<file path="config.mk">
export PLATFORM = sky130hd
export DESIGN_NAME = mux3_rr_arbiter
export DESIGN_NICKNAME = d
export VERILOG_FILES = /design/src/rtl/mux3_rr_arbiter_pkg.sv /design/src/rtl/mux3_rr_arbiter_rr_pick3.sv /design/src/rtl/mux3_rr_arbiter.sv
export SDC_FILE = /design/constraint.sdc
export NUM_CORES = 1
export LEC_CHECK = 0
export CAP_MARGIN = 40
export CORE_UTILIZATION = 43
export CTS_CLUSTER_DIAMETER = 60
export DETAILED_ROUTE_END_ITERATION = 8
export PLACE_DENSITY = 0.75
export SKIP_LAST_GASP = 1
export SLEW_MARGIN = 25
export SYNTH_ARGS = -nofsm -noshare
export SYNTH_HDL_FRONTEND = slang
export SYNTH_SLANG_ARGS = --single-unit
</file>
<file path="constraint.sdc">
create_clock -name clk -period 2 [get_ports clk]
set_clock_uncertainty 0.05 [all_clocks]
set_input_delay 0.2 -clock clk [delete_from_list [all_inputs] [get_ports clk]]
set_output_delay 0.2 -clock clk [all_outputs]
set_load 0.005 [all_outputs]
</file>
<file path="src/rtl/mux3_rr_arbiter_pkg.sv">
// Shared encodings for the 3-way round-robin mux arbiter: select codes,
// FSM states and a one-hot to select converter.
package mux3_rr_arbiter_pkg;

  localparam logic [1:0] SEL_A = 2'b00;
  localparam logic [1:0] SEL_B = 2'b01;
  localparam logic [1:0] SEL_C = 2'b10;

  typedef enum logic {
    ST_IDLE  = 1'b0,
    ST_GRANT = 1'b1
  } state_t;

  // A zero vector maps to SEL_A; callers only pass a real one-hot pick.
  function automatic logic [1:0] sel_of(input logic [2:0] onehot);
    logic [1:0] code;
    code = SEL_A;
    if (onehot[1]) code = SEL_B;
    if (onehot[2]) code = SEL_C;
    return code;
  endfunction

endpackage

</file>
<file path="src/rtl/mux3_rr_arbiter_rr_pick3.sv">
// Combinational round-robin picker: the first requester after ptr wins,
// so ptr=A searches B,C,A; ptr=B searches C,A,B; ptr=C searches A,B,C.
module rr_pick3
  import mux3_rr_arbiter_pkg::*;
(
  input  logic [2:0] req,
  input  logic [1:0] ptr,
  output logic [2:0] pick,
  output logic       any_req
);

  always_comb begin
    pick = 3'b000;
    unique case (ptr)
      SEL_A: begin
        if      (req[1]) pick = 3'b010;
        else if (req[2]) pick = 3'b100;
        else if (req[0]) pick = 3'b001;
      end
      SEL_B: begin
        if      (req[2]) pick = 3'b100;
        else if (req[0]) pick = 3'b001;
        else if (req[1]) pick = 3'b010;
      end
      default: begin
        if      (req[0]) pick = 3'b001;
        else if (req[1]) pick = 3'b010;
        else if (req[2]) pick = 3'b100;
      end
    endcase
  end

  assign any_req = |req;

endmodule

</file>
<file path="src/rtl/mux3_rr_arbiter.sv">
// Round-robin arbiter and sequencer for a shared 3-to-1 data mux: grants one
// requester at a time, drives the select and registers the chosen word.
module mux3_rr_arbiter
  import mux3_rr_arbiter_pkg::*;
#(
  parameter int DATA_W   = 3,
  parameter int MAX_HOLD = 4
) (
  input  logic              clk,
  input  logic              rst,
  input  logic [2:0]        req,
  input  logic [DATA_W-1:0] din_a,
  input  logic [DATA_W-1:0] din_b,
  input  logic [DATA_W-1:0] din_c,
  output logic [2:0]        gnt,
  output logic [1:0]        sel,
  output logic [DATA_W-1:0] dout,
  output logic              dout_valid
);

  localparam int HOLD_W = (MAX_HOLD > 1) ? $clog2(MAX_HOLD) : 1;
  localparam logic [HOLD_W-1:0] HOLD_MAX = HOLD_W'(MAX_HOLD - 1);

  state_t            state, state_next;
  logic [2:0]        gnt_next;
  logic [1:0]        sel_next;
  logic [1:0]        rr_ptr, ptr_next;
  logic [HOLD_W-1:0] hold_cnt, hold_next;
  logic [2:0]        others;
  logic [2:0]        pick;
  logic              any_other;
  logic              owner_req;
  logic              xfer;
  logic [DATA_W-1:0] mux_data;

  // Excluding the owner lets one picker serve both hand-off and rotation;
  // in IDLE gnt is zero so this is simply req.
  assign others    = req & ~gnt;
  assign owner_req = |(req & gnt);

  rr_pick3 u_pick (
    .req     (others),
    .ptr     (rr_ptr),
    .pick    (pick),
    .any_req (any_other)
  );

  always_ff @(posedge clk or posedge rst) begin
    if (rst) begin
      state      <= ST_IDLE;
      gnt        <= 3'b000;
      sel        <= SEL_A;
      rr_ptr     <= SEL_C;
      hold_cnt   <= '0;
      dout       <= '0;
      dout_valid <= 1'b0;
    end else begin
      state      <= state_next;
      gnt        <= gnt_next;
      sel        <= sel_next;
      rr_ptr     <= ptr_next;
      hold_cnt   <= hold_next;
      dout_valid <= xfer;
      if (xfer) dout <= mux_data;
    end
  end

  always_comb begin
    state_next = state;
    gnt_next   = gnt;
    sel_next   = sel;
    ptr_next   = rr_ptr;
    hold_next  = hold_cnt;
    unique case (state)
      ST_IDLE: begin
        if (any_other) begin
          state_next = ST_GRANT;
          gnt_next   = pick;
          sel_next   = sel_of(pick);
          ptr_next   = sel_of(pick);
          hold_next  = '0;
        end
      end
      default: begin
        // Dropping the request outranks the hold limit, and a hand-off to a
        // waiting requester never passes through IDLE.
        if ((!owner_req || hold_cnt == HOLD_MAX) && any_other) begin
          gnt_next  = pick;
          sel_next  = sel_of(pick);
          ptr_next  = sel_of(pick);
          hold_next = '0;
        end else if (!owner_req) begin
          state_next = ST_IDLE;
          gnt_next   = 3'b000;
        end else if (hold_cnt != HOLD_MAX) begin
          hold_next = hold_cnt + 1'b1;
        end
      end
    endcase
  end

  always_comb begin
    xfer = |(gnt & req);
    unique case (sel)
      SEL_B:   mux_data = din_b;
      SEL_C:   mux_data = din_c;
      default: mux_data = din_a;
    endcase
  end

endmodule

</file>
# == Yosys cells after proc, flatten, opt, wreduce, memory -nomap -nowiden ==
# Cells that the tools add are included.
# classes
n_addsub,1
n_mul,0
div,0
magnitude_cmp,0
n_eq_ne,9
shift,0
n_mux,29
bitwise,3
reduce_logical,10
# ops
operator,n
$mux 3,11
$mux 2,10
$pmux 3 s2,2
$and 3x3->3,2
$mux 1,6
$ne 3x1->1 const B,2
$reduce_or 3->1,2
$eq 2x1->1 const B,2
$eq 2x2->1 const B,2
$reduce_and 2->1,2
$ne 3x2->1 const B,1
$not 3->3,1
$reduce_and 3->1,1
$add 2x1->2 const B,1
$logic_not 2->1,1
$ne 2x1->1 const B,1
$ne 2x2->1 const B,1
$reduce_bool 2->1,1
$logic_and 1x1->1,1
$logic_not 1->1,1
$logic_or 1x1->1,1
# word_totals
regBits,14
latch_bits,0
ramBits,0
mem_bits_ro,0
in_bits,14
output_inout_bits,9
wordCells,59
mem_count,0

# == Longest topological paths before layout ==
# Gate-level depths: netlist (run 1).
# depth
ltp_word,10
depth_mapped,6
ltp_nobuf,6

# == Modules after synthesis ==
# A second synthesis (run 1) with hierarchy kept.
# hier_totals
cells_unflattened,72
hier_area_um2,754.5
# modules_own_cells
mod,n_inst,cells_each,area_each_um2,seq_area_each_um2
mux3_rr_arbiter,1,64,696.9,326.6
rr_pick3,1,8,57.6,0.0

# == Worst setup path after synthesis (run 1) ==
# Ideal clock, no wire load.
# synth_path
path_kind,reg2reg
from,register gnt[2]
to,register gnt[2]
setup_time_ns,0.064
t_arrival_ns,1.489
t_required_ns,1.886
setup_slack_ns,0.398
stages_incl_launch_ff,5
synth_period_minus_slack_ns,1.602
cell_sequence,dfrtp_1 > a222oi_1 > nor2_1 > or3_1 > a21bo_1
# synth_between
elab_chain_cells,8
elab_cells_between_ends,21
# synth_rtl
item,line_no,text
from (decl),mux3_rr_arbiter.sv:15,"output logic [2:0] gnt,"
from (signal assigned),mux3_rr_arbiter.sv:59,gnt <= gnt_next;
$not 3->3,mux3_rr_arbiter.sv:38,assign others = req & ~gnt;
$and 3x3->3,mux3_rr_arbiter.sv:38,
$mux 3,mux3_rr_arbiter_rr_pick3.sv:28,else if (req[2]) pick = 3'b100;
$mux 3,mux3_rr_arbiter_rr_pick3.sv:27,else if (req[1]) pick = 3'b010;
$mux 3,mux3_rr_arbiter_rr_pick3.sv:26,if (req[0]) pick = 3'b001;
$pmux 3 s2,mux3_rr_arbiter_rr_pick3.sv:14,unique case (ptr)
"$mux 3, on equally long branches","mux3_rr_arbiter.sv:76, mux3_rr_arbiter.sv:87",
$mux 3,mux3_rr_arbiter.sv:74,unique case (state)
# Parallel ways exist; a longest one is shown, timed or not. The select of a mux whose other input is x is not followed.
# A chain may end at the register's enable or synchronous reset.

# == Final worst setup path (run 1) ==
# Ends and elaborated chain as after synthesis.

==> run_results.csv, run 1 <==
group,metric,value,unit
run_status,status,"complete, no violations",
place,portBuffers,22,
synthesis,ys_seq_area_share,48.7,%
drt,drc,0,
drt,routed_wl,1.52,mm
worst_setup_path,critPathKind,"flip-flop to flip-flop",
timing,setup_tns,0,ps
die,fp.dieW,41.5,µm
clock_tree,cts_tree,"built",
timing,grt_setup_unrepaired,"false",
worst_setup_path,arrival,1960,ps
global_route,first_global_vias,585,
timing,worstMarginPinSlew,489,ps
layout,diodes,0,
place,place_congestion,0.792,
worst_setup_path,endpoint,"gnt[2]",
worst_setup_path,rr_startpoint,"gnt[2]",
clock_tree,clk_pin_slew,80,ps
synthesis,yosys_register_bits,13,
drt,antenna_left,0,
worst_setup_path,reg2reg_depth,4,
synthesis,syn_area,671,µm²
global_route,grt_usage,21.0,%
power_and_ir_drop,ir_worst_vdd,0.965,mV
layout,areaGrowthSynthToFinish,41.0,%
clock_tree,numCtsBuffers,3,
timing,finalHoldViolCount,0,
die,die_area,1720,µm²
global_route,antenna_found_initial,0,
worst_setup_path,worst-path-max-fanout,5,
synthesis,synthFlopType,"dfrtp_1",
timing,slew_violations,0,
clock_tree,postCtsHoldBufs,0,
power_and_ir_drop,pwr_density_cell,1360,nW/µm²
synthesis,syn_inst,71,
flow_run,cap_violations,0,
clock_tree,cts_buffer_depth,2,
timing,fmax,561,MHz
timing,min_period,1780,ps
synthesis,syn_nets,88,
die,core_area,1380,µm²
synthesis,synth_top_area_cell,"dfrtp_1",
clock_tree,clock-sinks,13,
drt,drt_pre_antenna_iters,4,
worst_setup_path,regToRegEndpoint,"gnt[2]",
min_path,hold_class,"input port to async pin",
global_route,grt_start_max_net_pins,14,
drt,wl_per_cell,13.4,µm
die,start_util,48.5,%
clock_tree,clkLatencyLatePin,280,ps
worst_setup_path,required,2170,ps
timing,hold_ws,191,ps
place,post-dp-hpwl,1.22,mm
layout,drive_gt1_share,8.16,%
global_route,globalRouteOverflowTotal,0,
clock_tree,post_cts_resized,0,
drt,drt-vias-per-instance,5.43,
layout,fillers,113,
timing,min_period_over_period,89.1,%
drt,drt_iter0_markers,23,
worst_setup_path,start_kind,"flip-flop",
clock_tree,clock-root-buffer,"clkbuf_4",
timing,relSlewSlack,67.4,%
synthesis,yosysTopAreaCellShare,44.8,%
synthesis,syn_area_per_cell,9.45,µm²
worst_setup_path,end_kind,"flip-flop",
die,core.rowCount,13,
drt,routed-via-count,614,
synthesis,yosysWarnings,0,
power_and_ir_drop,p_leak,0.439,nW
synthesis,synth_area_leaders,"dfrtp_1, o21ai_0, ha_1, a21oi_1, dfstp_2",
synthesis,synth_edf_count,0,
place,placed_cell_area,920,µm²
die,num_io_pins,23,
clock_tree,htreeDepth,1,
clock_tree,post_cts_buffers,0,
layout,final_cell_area,946,µm²
timing,setup_viol,0,
die,die_y,41.5,µm
worst_setup_path,startpoint,"gnt[2]",
worst_setup_path,r2r_slack,220,ps
synthesis,synthArstFlopShare,100,%
layout,final_nets,116,
layout,final_util,68.4,%
global_route,grt_first_pass_wirelength,2.64,mm
synthesis,yosysUniqueCellTypes,24,
[power by group]
part	leakage, nW	internal (W)	switching [W]
Clock	0.0150	0.0000774	0.0000888
Combinational	0.262	0.000355	0.000301
Sequential	0.162	0.000378	0.0000845
[cells in the final DEF, fill, tap and decap left out, drive strengths merged, types with 3 or more instances in the layout]
cell type,synthesis,layout
clkbuf,0,4
nand2,7,7
nand2b,4,4
ha,3,3
dfrtp,12,12
nor2,4,4
inv,6,6
o21ai,10,10
nor2b,3,3
a21oi,6,6
clkdlybuf4s50,0,22
a22oi,3,3
buf,2,3
[state kept, by name, summed over array words and instances, names as in the netlist]
signal	count
dout	3
gnt	3
hold_cnt	2
sel	2
dout_valid	1
rr_ptr	1
state	1
[per-stage QoR]
| stage | instances | setup WS (ps) | power, W |
|---|---|---|---|
| after floorplan | 71 | 398 | 0.000826 |
| after global placement | 109 | 153 | 0.00110 |
| after detailed placement | 109 | 58.1 | 0.00112 |
| after CTS | 113 | 248 | 0.00129 |
| after global routing | 113 | 148 | 0.00140 |
| final | 113 | 217 | 0.00129 |
[worst max-delay path, cell delays in order (launching register included)]
cell	delay [ps]
dfrtp_1	430
a222oi_1	460
nor2_1	150
or3_1	440
a21bo_1	190
[area by class of cell]
type	count	area [µm²]	area share (%)
clock buffer	4	26.3	2.78
inverter	6	22.5	2.38
multi-input combinational	50	309	32.7
sequential	13	327	34.5
tap	15	18.8	1.98
timing repair buffer	25	243	25.7
[Yosys cell counts (all sizes together) (2+ instances only)]
library cell and n:
nor2b 3, a22oi 3, buf 2, o21ai 10, a21oi 6, inv 6, dfrtp 12, nand2b 4
nor2 4, ha 3, nand2 7
[logic make-up after synthesis]
family / count (synthesis) / synth area share, %
flip-flops: 13 / 48.7
buffers and inverters: 8 / 5.22
multiplexers: 1 / 1.49
AND/OR/NAND/NOR: 20 / 14.4
AO/OA/AOI/OAI: 26 / 24.6
adder cells (fa/ha/maj): 3 / 5.60
[how the worst min path moves through the flow]
| stage | startpoint | to | slack, ps | cells after the start |
|---|---|---|---|---|
| after CTS | rst | dout_valid | 210 | 2 |
| after floorplan | rst | dout[0] | 30 | 1 |
| after detailed placement | dout[1] | dout[1] | 420 | 2 |
| final | rst | dout[2] | 190 | 2 |
| after global placement | dout[2] | dout[2] | 420 | 2 |
| after global routing | rst | dout_valid | 240 | 2 |
[metal layers]
layer / vias to the layer above / wire (µm) / GRT usage, %
li1: 302 / - / -
met1: 278 / 604 / 24.3
met2: 27 / 764 / 34.1
met3: 7 / 97 / 6.96
met4: 0 / 52 / 11.6
met5: - / 0 / 0
Note: power is estimated with default switching activity, not from simulation.
==> run 2, diff against run 1 <==
--- a/config.mk
+++ b/config.mk
@@ -9,7 +9,7 @@
 export CORE_UTILIZATION = 43
 export CTS_CLUSTER_DIAMETER = 60
 export DETAILED_ROUTE_END_ITERATION = 8
-export PLACE_DENSITY = 0.75
+export PLACE_DENSITY = 0.78
 export SKIP_LAST_GASP = 1
 export SLEW_MARGIN = 25
 export SYNTH_ARGS = -nofsm -noshare
==> run_results.csv, run 2 (synthesis results as in run 1) <==
group,metric,value,unit
worst_setup_path,critPathKind,"flip-flop to flip-flop",
layout,mostFrequentLayoutCell,"clkdlybuf4s50_1",
timing,setup_viol,0,
global_route,grt_busiest_layer,"met2",
layout,diodes,0,
layout,top_regs,"dout x3, gnt x3",
die,num_io_pins,23,
worst_setup_path,cp_top_family,"compound AO/OA/AOI/OAI gates",
worst_setup_path,end_kind,"flip-flop",
global_route,antenna_found_initial,0,
timing,worstMarginPinSlew,488,ps
global_route,globalRouteMet2Util,34.1,%
worst_setup_path,reg2reg_depth,4,
global_route,first_global_vias,607,
clock_tree,post_cts_buffers,0,
drt,drt-vias-per-instance,5.34,
drt,drt_pre_antenna_iters,6,
place,place_congestion,0.766,
timing,min_period,1750,ps
global_route,grtUsageMet3,5.65,%
timing,grt_setup_unrepaired,"false",
global_route,grt_usage,19.9,%
global_route,grt_start_max_net_pins,14,
clock_tree,numCtsBuffers,3,
min_path,hold_class,"input port to async pin",
worst_setup_path,crit_buf_inv,0,
global_route,gr-usage-met1,23.2,%
place,portBuffers,22,
clock_tree,postCtsHoldBufs,0,
drt,wl_per_cell,13.2,µm
power_and_ir_drop,ir_worst_vdd,0.739,mV
worst_setup_path,path_depth,4,
drt,drt_iter0_markers,16,
power_and_ir_drop,pwr_density_cell,1350,nW/µm²
timing,relSlewSlack,67.4,%
die,core.rowCount,13,
clock_tree,htreeDepth,1,
timing,finalHoldViolCount,0,
drt,routed_wl,1.49,mm
place,dp.cells,109,
drt,routed-via-count,603,
worst_setup_path,worst-path-max-fanout,5,
worst_setup_path,max_stage_delay,440,ps
worst_setup_path,startpoint,"gnt[2]",
flow_run,cap_violations,0,
worst_setup_path,rr_startpoint,"gnt[2]",
die,core_area,1380,µm²
layout,drive_gt1_share,8.16,%
layout,fillers,127,
worst_setup_path,cp_cell_sequence,"a222oi_1 > nor2_1 > or3_1 > a21bo_1",
run_status,status,"complete, no violations",
place,placed_cell_area,920,µm²
worst_setup_path,arrival,1930,ps
power_and_ir_drop,p_leak,0.439,nW
global_route,globalRouteOverflowTotal,0,
drt,drc,0,
die,die_area,1720,µm²
timing,slew_violations,0,
timing,setup_tns,0,ps
timing,min_period_over_period,87.6,%
power_and_ir_drop,report.power.total,0.00128,W
drt,antenna_left,0,
layout,fin_cells,113,
layout,final_cell_area,946,µm²
clock_tree,clkLatencyLatePin,280,ps
worst_setup_path,worst_path_max_delay_cell,"dfrtp_1",
worst_setup_path,required,2170,ps
clock_tree,clock-root-buffer,"clkbuf_4",
die,start_util,48.5,%
clock_tree,cts_tree,"built",
layout,final_nets,116,
die,die_y,41.5,µm
clock_tree,cts_buffer_depth,2,
layout,mostFrequentLayoutCells,"clkdlybuf4s50_1, dfrtp_1, o21ai_0",
place,post-dp-hpwl,1.16,mm
clock_tree,clock-sinks,13,
clock_tree,clk_pin_slew,80,ps
worst_setup_path,start_kind,"flip-flop",
die,fp.dieW,41.5,µm
timing,fmax,571,MHz
global_route,grt_first_pass_wirelength,2.59,mm
layout,areaGrowthSynthToFinish,41.0,%
clock_tree,post_cts_resized,0,
[run 2: path summary, 6_finish.rpt]
path | slack [ps] | endpoint
max | 250 | gnt[2]
min | 190 | dout[0]
max reg2reg | 250 | gnt[2]
min reg2reg | 430 | dout[2]
max in group asynchronous | 1360 | rr_ptr[1]
min in group clk | 430 | dout[2]
[run 2: cell type report]
class	instances	area, µm²	area share (%)
repair buffers	25	243	25.7
clock buffers	4	26.3	2.78
flip-flops and latches	13	327	34.5
inverters	6	22.5	2.38
well taps	15	18.8	1.98
multi-input cells	50	309	32.7
[run 2: per-stage QoR]
stage               hold slack, ps  setup slack, ps  utilization (%)
floorplan                     26.2              398                -
global placement               413              155             66.5
detailed placement             420             80.7             66.5
CTS                            213              262             68.4
global route                   244              157             68.4
finish                         189              247             68.4
[run 2: where the power goes]
group          internal (W)  switching, W
clock             0.0000774     0.0000872
sequential         0.000378     0.0000811
combinational      0.000356      0.000299
[run 2: routing by layer]
layer  part of all wire, %  up-vias
met2                    49       21
li1                      -      301
met3                   5.0        4
met1                    44      277
met5                     0        -
met4                   1.9        0
==> run 3, diff against run 2 <==
--- a/config.mk
+++ b/config.mk
@@ -6,6 +6,7 @@
 export NUM_CORES = 1
 export LEC_CHECK = 0
 export CAP_MARGIN = 40
+export CORE_MARGIN = 3
 export CORE_UTILIZATION = 43
 export CTS_CLUSTER_DIAMETER = 60
 export DETAILED_ROUTE_END_ITERATION = 8
==> run_results.csv, run 3 (synthesis results as in run 1) <==
group,metric,value,unit
run_status,status,"complete, no violations",
global_route,first_global_vias,576,
layout,mostFrequentLayoutCells,"clkdlybuf4s50_1, dfrtp_1, o21ai_0",
clock_tree,clock-root-buffer,"clkbuf_4",
global_route,globalRouteOverflowTotal,0,
die,core.rowCount,13,
drt,antenna_left,0,
power_and_ir_drop,power.internal,0.000798,W
worst_setup_path,end_kind,"flip-flop",
power_and_ir_drop,clkPwrFrac,12.7,%
worst_setup_path,startpoint,"gnt[2]",
timing,slew_violations,0,
clock_tree,numCtsBuffers,3,
power_and_ir_drop,p_leak,0.435,nW
worst_setup_path,start_kind,"flip-flop",
clock_tree,clock-sinks,13,
timing,min_period_over_period,87.2,%
clock_tree,clkLatencyLatePin,280,ps
layout,final_cell_area,938,µm²
timing,setup_tns,0,ps
die,die_y,45.5,µm
die,num_io_pins,23,
layout,diodes,0,
clock_tree,htreeDepth,1,
layout,fillers,110,
place,placed_cell_area,912,µm²
clock_tree,post_cts_buffers,0,
place,post-dp-hpwl,1.23,mm
clock_tree,cts_tree,"built",
drt,routed_wl,1.52,mm
global_route,grt_usage,18.0,%
clock_tree,postCtsHoldBufs,0,
timing,grt_setup_unrepaired,"false",
timing,fmax,573,MHz
timing,worstMarginPinSlew,493,ps
worst_setup_path,arrival,1910,ps
worst_setup_path,critPathKind,"flip-flop to flip-flop",
drt,drt_iter0_markers,9,
timing,setup_ws,255,ps
clock_tree,clk_pin_slew,80,ps
die,start_util,48.5,%
worst_setup_path,rr_startpoint,"gnt[2]",
power_and_ir_drop,seqPwrFrac,36.8,%
layout,top_regs,"dout x3, gnt x3",
timing,setup_viol,0,
die,core_area,1380,µm²
layout,final_util,67.9,%
global_route,antenna_found_initial,0,
timing,min_period,1740,ps
worst_setup_path,worst-path-max-fanout,5,
layout,mostFrequentLayoutCell,"clkdlybuf4s50_1",
die,die_area,2070,µm²
power_and_ir_drop,ir_worst_vdd,0.955,mV
die,fp.dieW,45.5,µm
min_path,hold_class,"input port to async pin",
drt,wl_per_cell,13.5,µm
worst_setup_path,required,2160,ps
power_and_ir_drop,pwr_density_cell,1340,nW/µm²
place,place_congestion,0.847,
clock_tree,post_cts_resized,0,
timing,relSlewSlack,67.1,%
drt,drt-vias-per-instance,5.46,
flow_run,cap_violations,0,
layout,areaGrowthSynthToFinish,39.9,%
timing,finalHoldViolCount,0,
power_and_ir_drop,switchingPower,0.000464,W
place,pre_cts_ws,76.0,ps
power_and_ir_drop,power_switching_share,36.8,%
power_and_ir_drop,report.power.total,0.00126,W
global_route,grt_first_pass_wirelength,2.55,mm
drt,drt_pre_antenna_iters,4,
global_route,grt_start_max_net_pins,14,
layout,drive_gt1_share,7.22,%
power_and_ir_drop,power_frac_comb,50.5,%
drt,drc,0,
place,portBuffers,22,
drt,routed-via-count,612,
layout,final_nets,115,
clock_tree,cts_buffer_depth,2,
==> run 3: worst max-delay path, cell delays in order, from the launching register on <==
cell	delay, ps
dfrtp_1	440
a222oi_1	420
nor2_1	150
or3_1	430
a21bo_1	200
==> run 3: power groups by stage <==
| stage | Sequential, W | Clock [W] | Combinational, W |
|---|---|---|---|
| finish | 0.000464 | 0.000161 | 0.000637 |
| floorplan | 0.000456 | 0 | 0.000370 |
| global route | 0.000479 | 0.000184 | 0.000722 |
| CTS | 0.000463 | 0.000170 | 0.000642 |
| detailed placement | 0.000467 | 0 | 0.000640 |
| global placement | 0.000464 | 0 | 0.000623 |
==> run 3: layout make-up <==
type / instances / area [µm²] / area share, %
flip-flops and latches: 13 / 327 / 34.8
multi-input cells: 50 / 309 / 32.9
repair buffers: 24 / 235 / 25.1
clock buffers: 4 / 26.3 / 2.80
inverters: 6 / 22.5 / 2.40
well taps: 15 / 18.8 / 2.00
==> run 3: through the flow <==
step	cells	hold slack (ps)
2_1_floorplan	71	26.2
3_3_place_gp	108	415
3_5_place_dp	108	420
4_1_cts	112	201
5_1_grt	112	220
6_report	112	188
==> run 3: worst paths after layout <==
check                               to  slack [ps]  depth (start not counted)
setup / recovery                gnt[2]         260                          4
hold reg to reg                dout[2]         440                          2
hold / removal             hold_cnt[1]         190                          2
setup reg to reg                gnt[2]         260                          4
max in group asynchronous    rr_ptr[1]        1360                          2
min in group clk               dout[2]         440                          2
==> run 3: metal layers <==
layer | up-vias | part of all wire [%] | track usage (%)
li1 | 303 | - | -
met1 | 279 | 45 | 22.3
met2 | 28 | 48 | 27.9
met3 | 2 | 6.7 | 7.11
met4 | 0 | 0.59 | 7.02
met5 | - | 0 | 0
